--- src/rtl/fnd_pkg.sv ---
// Shared types and constants for the FND scan controller: converter FSM states,
// digit/width constants and the scan divider calculation.
package fnd_pkg;
  localparam int NUM_DIGITS = 4;
  localparam int BIN_W      = 14;
  localparam int BCD_W      = 16;
  localparam int MAX_VAL    = 9999;
  localparam int CNT_W      = 4;

  typedef enum logic [1:0] {
    IDLE   = 2'd0,
    SHIFT  = 2'd1,
    COMMIT = 2'd2
  } conv_state_e;

  function automatic int calc_div(input int clk_freq, input int scan_freq);
    return clk_freq / scan_freq;
  endfunction
endpackage

--- src/rtl/fnd_scan_controller_if.sv ---
// Value handshake between a producer and the FND scan controller.
interface fnd_scan_controller_if;
  import fnd_pkg::*;

  logic             i_valid;
  logic [BIN_W-1:0] i_bin;
  logic             o_ready;
  logic             o_done;
  logic             o_overflow;

  modport master (output i_valid, i_bin, input o_ready, o_done, o_overflow);
  modport slave  (input i_valid, i_bin, output o_ready, o_done, o_overflow);
endinterface

--- src/rtl/bin2bcd_seq.sv ---
// Sequential double-dabble converter: one shift per clock, saturating input at 9999.
// done_o is high during the COMMIT cycle so the caller can latch bcd_o on that edge.
module bin2bcd_seq
  import fnd_pkg::*;
(
  input  logic             clk_i,
  input  logic             rst_ni,
  input  logic             valid_i,
  input  logic [BIN_W-1:0] bin_i,
  output logic             ready_o,
  output logic             done_o,
  output logic             overflow_o,
  output logic [BCD_W-1:0] bcd_o
);
  conv_state_e      state_q, state_d;
  logic [BIN_W-1:0] bin_q, bin_d;
  logic [BCD_W-1:0] bcd_q, bcd_d;
  logic [CNT_W-1:0] cnt_q, cnt_d;
  logic             ovf_q, ovf_d;
  logic [BCD_W-1:0] adj;

  function automatic logic [BCD_W-1:0] dabble_adjust(input logic [BCD_W-1:0] b);
    logic [BCD_W-1:0] r;
    r = b;
    for (int i = 0; i < NUM_DIGITS; i++) begin
      if (b[4*i +: 4] >= 4'd5) r[4*i +: 4] = b[4*i +: 4] + 4'd3;
    end
    return r;
  endfunction

  always_ff @(posedge clk_i or negedge rst_ni) begin
    if (!rst_ni) begin
      state_q <= IDLE;
      bin_q   <= '0;
      bcd_q   <= '0;
      cnt_q   <= '0;
      ovf_q   <= 1'b0;
    end else begin
      state_q <= state_d;
      bin_q   <= bin_d;
      bcd_q   <= bcd_d;
      cnt_q   <= cnt_d;
      ovf_q   <= ovf_d;
    end
  end

  always_comb begin
    state_d = state_q;
    bin_d   = bin_q;
    bcd_d   = bcd_q;
    cnt_d   = cnt_q;
    ovf_d   = ovf_q;
    adj     = dabble_adjust(bcd_q);
    case (state_q)
      IDLE: begin
        if (valid_i) begin
          ovf_d   = (bin_i > BIN_W'(MAX_VAL));
          bin_d   = ovf_d ? BIN_W'(MAX_VAL) : bin_i;
          bcd_d   = '0;
          cnt_d   = '0;
          state_d = SHIFT;
        end
      end
      SHIFT: begin
        // Adjust-then-shift; the 14th shift leaves the full BCD result in bcd_d.
        {bcd_d, bin_d} = {adj, bin_q} << 1;
        cnt_d          = cnt_q + CNT_W'(1);
        if (cnt_q == CNT_W'(BIN_W - 1)) state_d = COMMIT;
      end
      COMMIT:  state_d = IDLE;
      default: state_d = IDLE;
    endcase
  end

  assign ready_o    = (state_q == IDLE);
  assign done_o     = (state_q == COMMIT);
  assign overflow_o = ovf_q;
  assign bcd_o      = bcd_q;
endmodule

--- src/rtl/fnd_scan_controller.sv ---
// Top level: converts accepted values to BCD, holds them in the display register,
// and time-multiplexes the four digits with optional leading-zero blanking.
module fnd_scan_controller
  import fnd_pkg::*;
#(
  parameter int CLK_FREQ  = 100_000_000,
  parameter int SCAN_FREQ = 1000,
  parameter bit LZ_BLANK  = 1'b1
) (
  input  logic                   i_clk,
  input  logic                   i_reset_n,
  fnd_scan_controller_if.slave   bus,
  input  logic                   i_display_on,
  output logic [1:0]             o_digitSelect,
  output logic [3:0]             o_value,
  output logic                   o_en
);
  localparam int DIV     = calc_div(CLK_FREQ, SCAN_FREQ);
  localparam int PRESC_W = $clog2(DIV);

  logic             commit;
  logic [BCD_W-1:0] conv_bcd;
  logic [BCD_W-1:0] disp_q;
  logic             done_q;
  logic [PRESC_W-1:0] presc_q;
  logic [1:0]       idx_q;
  logic             tick;
  logic [3:0]       blank;

  bin2bcd_seq u_conv (
    .clk_i      (i_clk),
    .rst_ni     (i_reset_n),
    .valid_i    (bus.i_valid),
    .bin_i      (bus.i_bin),
    .ready_o    (bus.o_ready),
    .done_o     (commit),
    .overflow_o (bus.o_overflow),
    .bcd_o      (conv_bcd)
  );

  assign tick = (presc_q == PRESC_W'(DIV - 1));

  always_ff @(posedge i_clk or negedge i_reset_n) begin
    if (!i_reset_n) begin
      disp_q  <= '0;
      done_q  <= 1'b0;
      presc_q <= '0;
      idx_q   <= '0;
    end else begin
      done_q  <= commit;
      if (commit) disp_q <= conv_bcd;
      presc_q <= tick ? '0 : presc_q + PRESC_W'(1);
      if (tick) idx_q <= idx_q + 2'd1;
    end
  end

  always_comb begin
    blank = '0;
    if (LZ_BLANK) begin
      blank[3] = (disp_q[15:12] == 4'd0);
      blank[2] = blank[3] && (disp_q[11:8] == 4'd0);
      blank[1] = blank[2] && (disp_q[7:4] == 4'd0);
    end
  end

  assign bus.o_done    = done_q;
  assign o_digitSelect = idx_q;
  assign o_value       = disp_q[{idx_q, 2'b00} +: 4];
  assign o_en          = i_display_on && !blank[idx_q];
endmodule

--- src/flat_wrapper.sv ---
// flat-port wrapper written by rule: the top's interface ports become plain ports
module fnd_scan_controller_flat import fnd_pkg::*;
#(
  parameter int CLK_FREQ  = 100_000_000,
  parameter int SCAN_FREQ = 1000,
  parameter bit LZ_BLANK  = 1'b1
)
  (i_clk, i_reset_n, i_display_on, o_digitSelect, o_value, o_en, bus_i_valid, bus_i_bin, bus_o_ready, bus_o_done, bus_o_overflow);
  fnd_scan_controller_if bus_i ();
  input  logic i_clk;
  input  logic i_reset_n;
  input  logic i_display_on;
  output logic [1:0] o_digitSelect;
  output logic [3:0] o_value;
  output logic o_en;
  input wire logic [$bits(bus_i.i_valid)-1:0] bus_i_valid;
  input wire logic [$bits(bus_i.i_bin)-1:0] bus_i_bin;
  output wire logic [$bits(bus_i.o_ready)-1:0] bus_o_ready;
  output wire logic [$bits(bus_i.o_done)-1:0] bus_o_done;
  output wire logic [$bits(bus_i.o_overflow)-1:0] bus_o_overflow;
  assign bus_i.i_valid = bus_i_valid;
  assign bus_i.i_bin = bus_i_bin;
  assign bus_o_ready = bus_i.o_ready;
  assign bus_o_done = bus_i.o_done;
  assign bus_o_overflow = bus_i.o_overflow;
  fnd_scan_controller #(.CLK_FREQ(CLK_FREQ), .SCAN_FREQ(SCAN_FREQ), .LZ_BLANK(LZ_BLANK)) u_core (.i_clk(i_clk), .i_reset_n(i_reset_n), .bus(bus_i), .i_display_on(i_display_on), .o_digitSelect(o_digitSelect), .o_value(o_value), .o_en(o_en));
endmodule
--- config.mk ---
export PLATFORM = sky130hd
export DESIGN_NAME = fnd_scan_controller_flat
export DESIGN_NICKNAME = d
export VERILOG_FILES = /design/src/rtl/fnd_pkg.sv /design/src/rtl/fnd_scan_controller_if.sv /design/src/rtl/bin2bcd_seq.sv /design/src/rtl/fnd_scan_controller.sv /design/src/flat_wrapper.sv
export SDC_FILE = /design/constraint.sdc
export NUM_CORES = 1
export LEC_CHECK = 0
export ABC_CLOCK_PERIOD_IN_PS = 3400
export CAP_MARGIN = 20
export CORE_ASPECT_RATIO = 1.75
export CORE_MARGIN = 3
export CORE_UTILIZATION = 37
export DETAILED_ROUTE_END_ITERATION = 16
export DONT_BUFFER_PORTS = 1
export SYNTH_ARGS = -nofsm -noshare
export SYNTH_HDL_FRONTEND = slang
export SYNTH_SLANG_ARGS = --single-unit
export TNS_END_PERCENT = 1
--- constraint.sdc ---
create_clock -name i_clk -period 3.4 [get_ports i_clk]
set_input_delay 0.17 -clock i_clk [delete_from_list [all_inputs] [get_ports i_clk]]
set_output_delay 0.17 -clock i_clk [all_outputs]
set_load 0.02 [all_outputs]
==> reports/qor.txt <==
Mapped Nets: 365
Routed Antenna Nets: 0
RR Endpoint: u_core.u_conv.bin_q[1]
busiest layer in global routing: met2
Post-Syn Area: 3522 sq um
initial antenna violation count: 0
WP data arrival: 1750 ps
r2r startpoint: u_core.u_conv.state_q[0]
crit path buf inv count: 0
number of distinct library cells after synthesis: 38
crit path max-delay cell type: dfrtp_1
class of the worst hold path: primary input to flip-flop
CTS tree: yes
final hold vios: 0
Switch Pwr: 1.154 mW
most common cell after layout, fill and taps aside: dfrtp_1
HPWL after DPL: 4698 um
clock skew: 5.993 ps
Peak VDD IR: 0.0004909 V
Crit Path Class: flip-flop to output pin
total track usage: 13.98%
final clock period utilization by the worst path: 56.35%
Slew @ Worst Pin: 863.7 ps
met3 Use GR: 4.272%
CP Launch Type: flip-flop
Clock Pin Slew Worst Setup and Hold Paths: 60 ps
hold path depth: 2
Initial Util: 38.49%
Mapped Cells: 336
cells along the critical path: o21ai_0 -> nand2_1 -> a21boi_0
vias: 2446
CP endpoint kind: output pin
Worst R2R Setup Slack: 1660 ps
Max Cap Viol: 0
setup TNS: 0 ps
Initial DRC Count: 121
hold slack: 13.10 ps
start point of the critical path: u_core.o_digitSelect[0]
fin cells: 462
most frequent cells in the layout: dfrtp_1, o21ai_0, nand2_1
Die W: 79.76 um
DRC viols: 0
DR WL/cell: 14.74 um
Logic pwr share: 30.3%
peak per-stage delay on the critical path: 580 ps
first-pass GRT wire length: 11830 um
largest net degree at the start of global routing: 74
Core Region: 9151 sq um
sequential cell area: 1827 sq um
leak pwr: 1.781 nW
Inserted Diodes: 0
Clock Path Buffers: 2
post-route minimum period: 1916 ps
RePlAce Congestion: 0.8016
Hold Path Origin: bus_i_bin[0]
die height: 135.1 um
Synth Register Bits: 73
IO Pins: 28
clock latency on the worst-skew pair: 330 ps
RSZ-0062 raised after global routing: no
required time worst endpoint: 3230 ps
Multi-input gate area: 1590 sq um
status: complete, no violations
met1 usage: 17.44%
fmax: 522.0 MHz
final worst setup slack: 1484 ps
met2 Usage GRT: 22.74%
fraction of layout cells with a size suffix above 1: 13.16%
Overflow after GRT: 0
register share of total power: 42.0%
Row Count: 46
clock power share: 27.6%
placed cells: 442
worst reg2reg path depth: 5
P&R area growth vs syn: 13.32%
die area: 10770 sq um
Mean Syn Cell Area: 10.48 sq um
synth warn: 0
H-tree depth: 3
Worst path top cell family by delay: compound AO/OA/AOI/OAI gates
Nets: 367
FILL cells: 866
final setup vio count: 0
vias in the first global route: 2473
clock sinks: 73
Int Power: 2.187 mW
mean number of vias per cell: 5.294
Slew Limit Headroom: 42.42%
post-place setup slack: 1562 ps
IO Port Bufs: 0
Seq/Total Area, Yosys: 51.87%
root buf cell: clkbuf_16
cts bufs inserted: 9
Final Max Slew Viols: 0
CP max FO: 9
drt first pass iters: 4
Hold EP: u_core.u_conv.bin_q[0]
power per cell area: 837.2 nW/um^2
sw frac: 34.54%
final wirelength: 6810 um
==> power by group through the flow <==
stage	registers, mW	logic (mW)	clock network (mW)
floorplan	1.34	0.824	0
global placement	1.41	0.957	0
detailed placement	1.42	0.984	0
CTS	1.41	1.02	0.951
global route	1.44	1.18	0.989
finish	1.40	1.01	0.923
==> layout make-up <==
| class | count | share of cell area, % |
|---|---|---|
| clock buffers | 10 | 5.987 |
| clock inverters | 5 | 1.411 |
| inverters | 11 | 1.034 |
| multi-input cells | 236 | 39.84 |
| flip-flops and latches | 73 | 45.77 |
| well taps | 120 | 3.762 |
| repair buffers | 7 | 2.194 |
==> flip-flops by register name, indices dropped and copies added (netlist names) <==
register                  count
u_core.presc_q               17
u_core.disp_q                16
u_core.u_conv.bcd_o          16
u_core.u_conv.bin_q          14
u_core.u_conv.cnt_q           4
u_core.o_digitSelect          2
u_core.u_conv.state_q         2
u_core.bus.o_done             1
u_core.u_conv.overflow_o      1
==> worst max-delay path by stage <==
stage	to	slack, ps	cells past startpoint
2_1_floorplan	o_en	1800	4
3_3_place_gp	u_core.u_conv.bcd_o[11]	1610	4
3_5_place_dp	u_core.u_conv.bcd_o[7]	1560	4
4_1_cts	o_en	1460	3
5_1_grt	o_en	1370	3
6_report	o_en	1480	3
==> metal layers <==
metal / part of all wire, % / wire [um] / up-vias
met5: 0 / 0 / -
met4: 1.7 / 115 / 0
met3: 4.4 / 301 / 10
met2: 51 / 3449 / 43
met1: 43 / 2943 / 1186
li1: - / - / 1207
==> kinds of logic after synthesis <==
logic type	share of synthesized area [%]
adders and majority gates	3.908
and+or+nand+nor	18.72
AOI/OAI and AO/OA	10.59
xor gates and xnor gates	5.471
buffers and inverters	3.055
DFF	51.86
muxes	6.394
==> what timing repair did <==
item	4_1_cts	5_1_grt
buffers inserted	0	0
hold endpoints to repair	75	0
resized for setup	0	0
hold buffers	4	0
==> synth_stat cells <==
library cell	instances	area [sq um]
nor2b_1	1	6.260
o211a_1	1	10.01
inv_1	11	41.29
dfrtp_1	73	1827
nor2_1	24	90.09
a221oi_1	4	35.03
nand4_1	9	56.30
o211ai_1	3	22.52
or3b_2	1	8.760
o31ai_1	6	45.04
and2_2	1	7.510
o22ai_1	6	37.54
nor4_1	4	25.02
a21oi_1	5	25.02
buf_2	5	25.02
nand2_1	33	123.9
and3_1	2	12.51
ha_1	11	137.6
nand3_1	26	130.1
a21boi_0	1	7.510
or4b_4	1	13.76
mux2_2	12	135.1
nor3_1	6	30.03
xnor2_1	11	96.34
and4_2	1	10.01
mux4_2	4	90.09
and3_2	1	7.510
a22oi_1	2	15.01
nor3b_1	1	7.510
nand4bb_4	1	27.53
xor2_1	11	96.34
clkbuf_1	11	41.29
and4_1	3	26.28
nor2_2	1	6.260
nor4_4	1	21.27
o21ai_0	35	175.2
nand2b_1	6	37.54
or4_4	1	11.26
==> through the flow <==
step | total power, mW | cell area [sq um] | utilization [%]
after detailed placement | 2.407 | 3623 | 39.60
after global placement | 2.368 | 3623 | 39.60
final | 3.342 | 3991 | 43.61
after floorplan | 2.162 | 3522 | -
after global routing | 3.613 | 3991 | 43.61
after CTS | 3.375 | 3976 | 43.45
(Power assumes the default switching activity.)
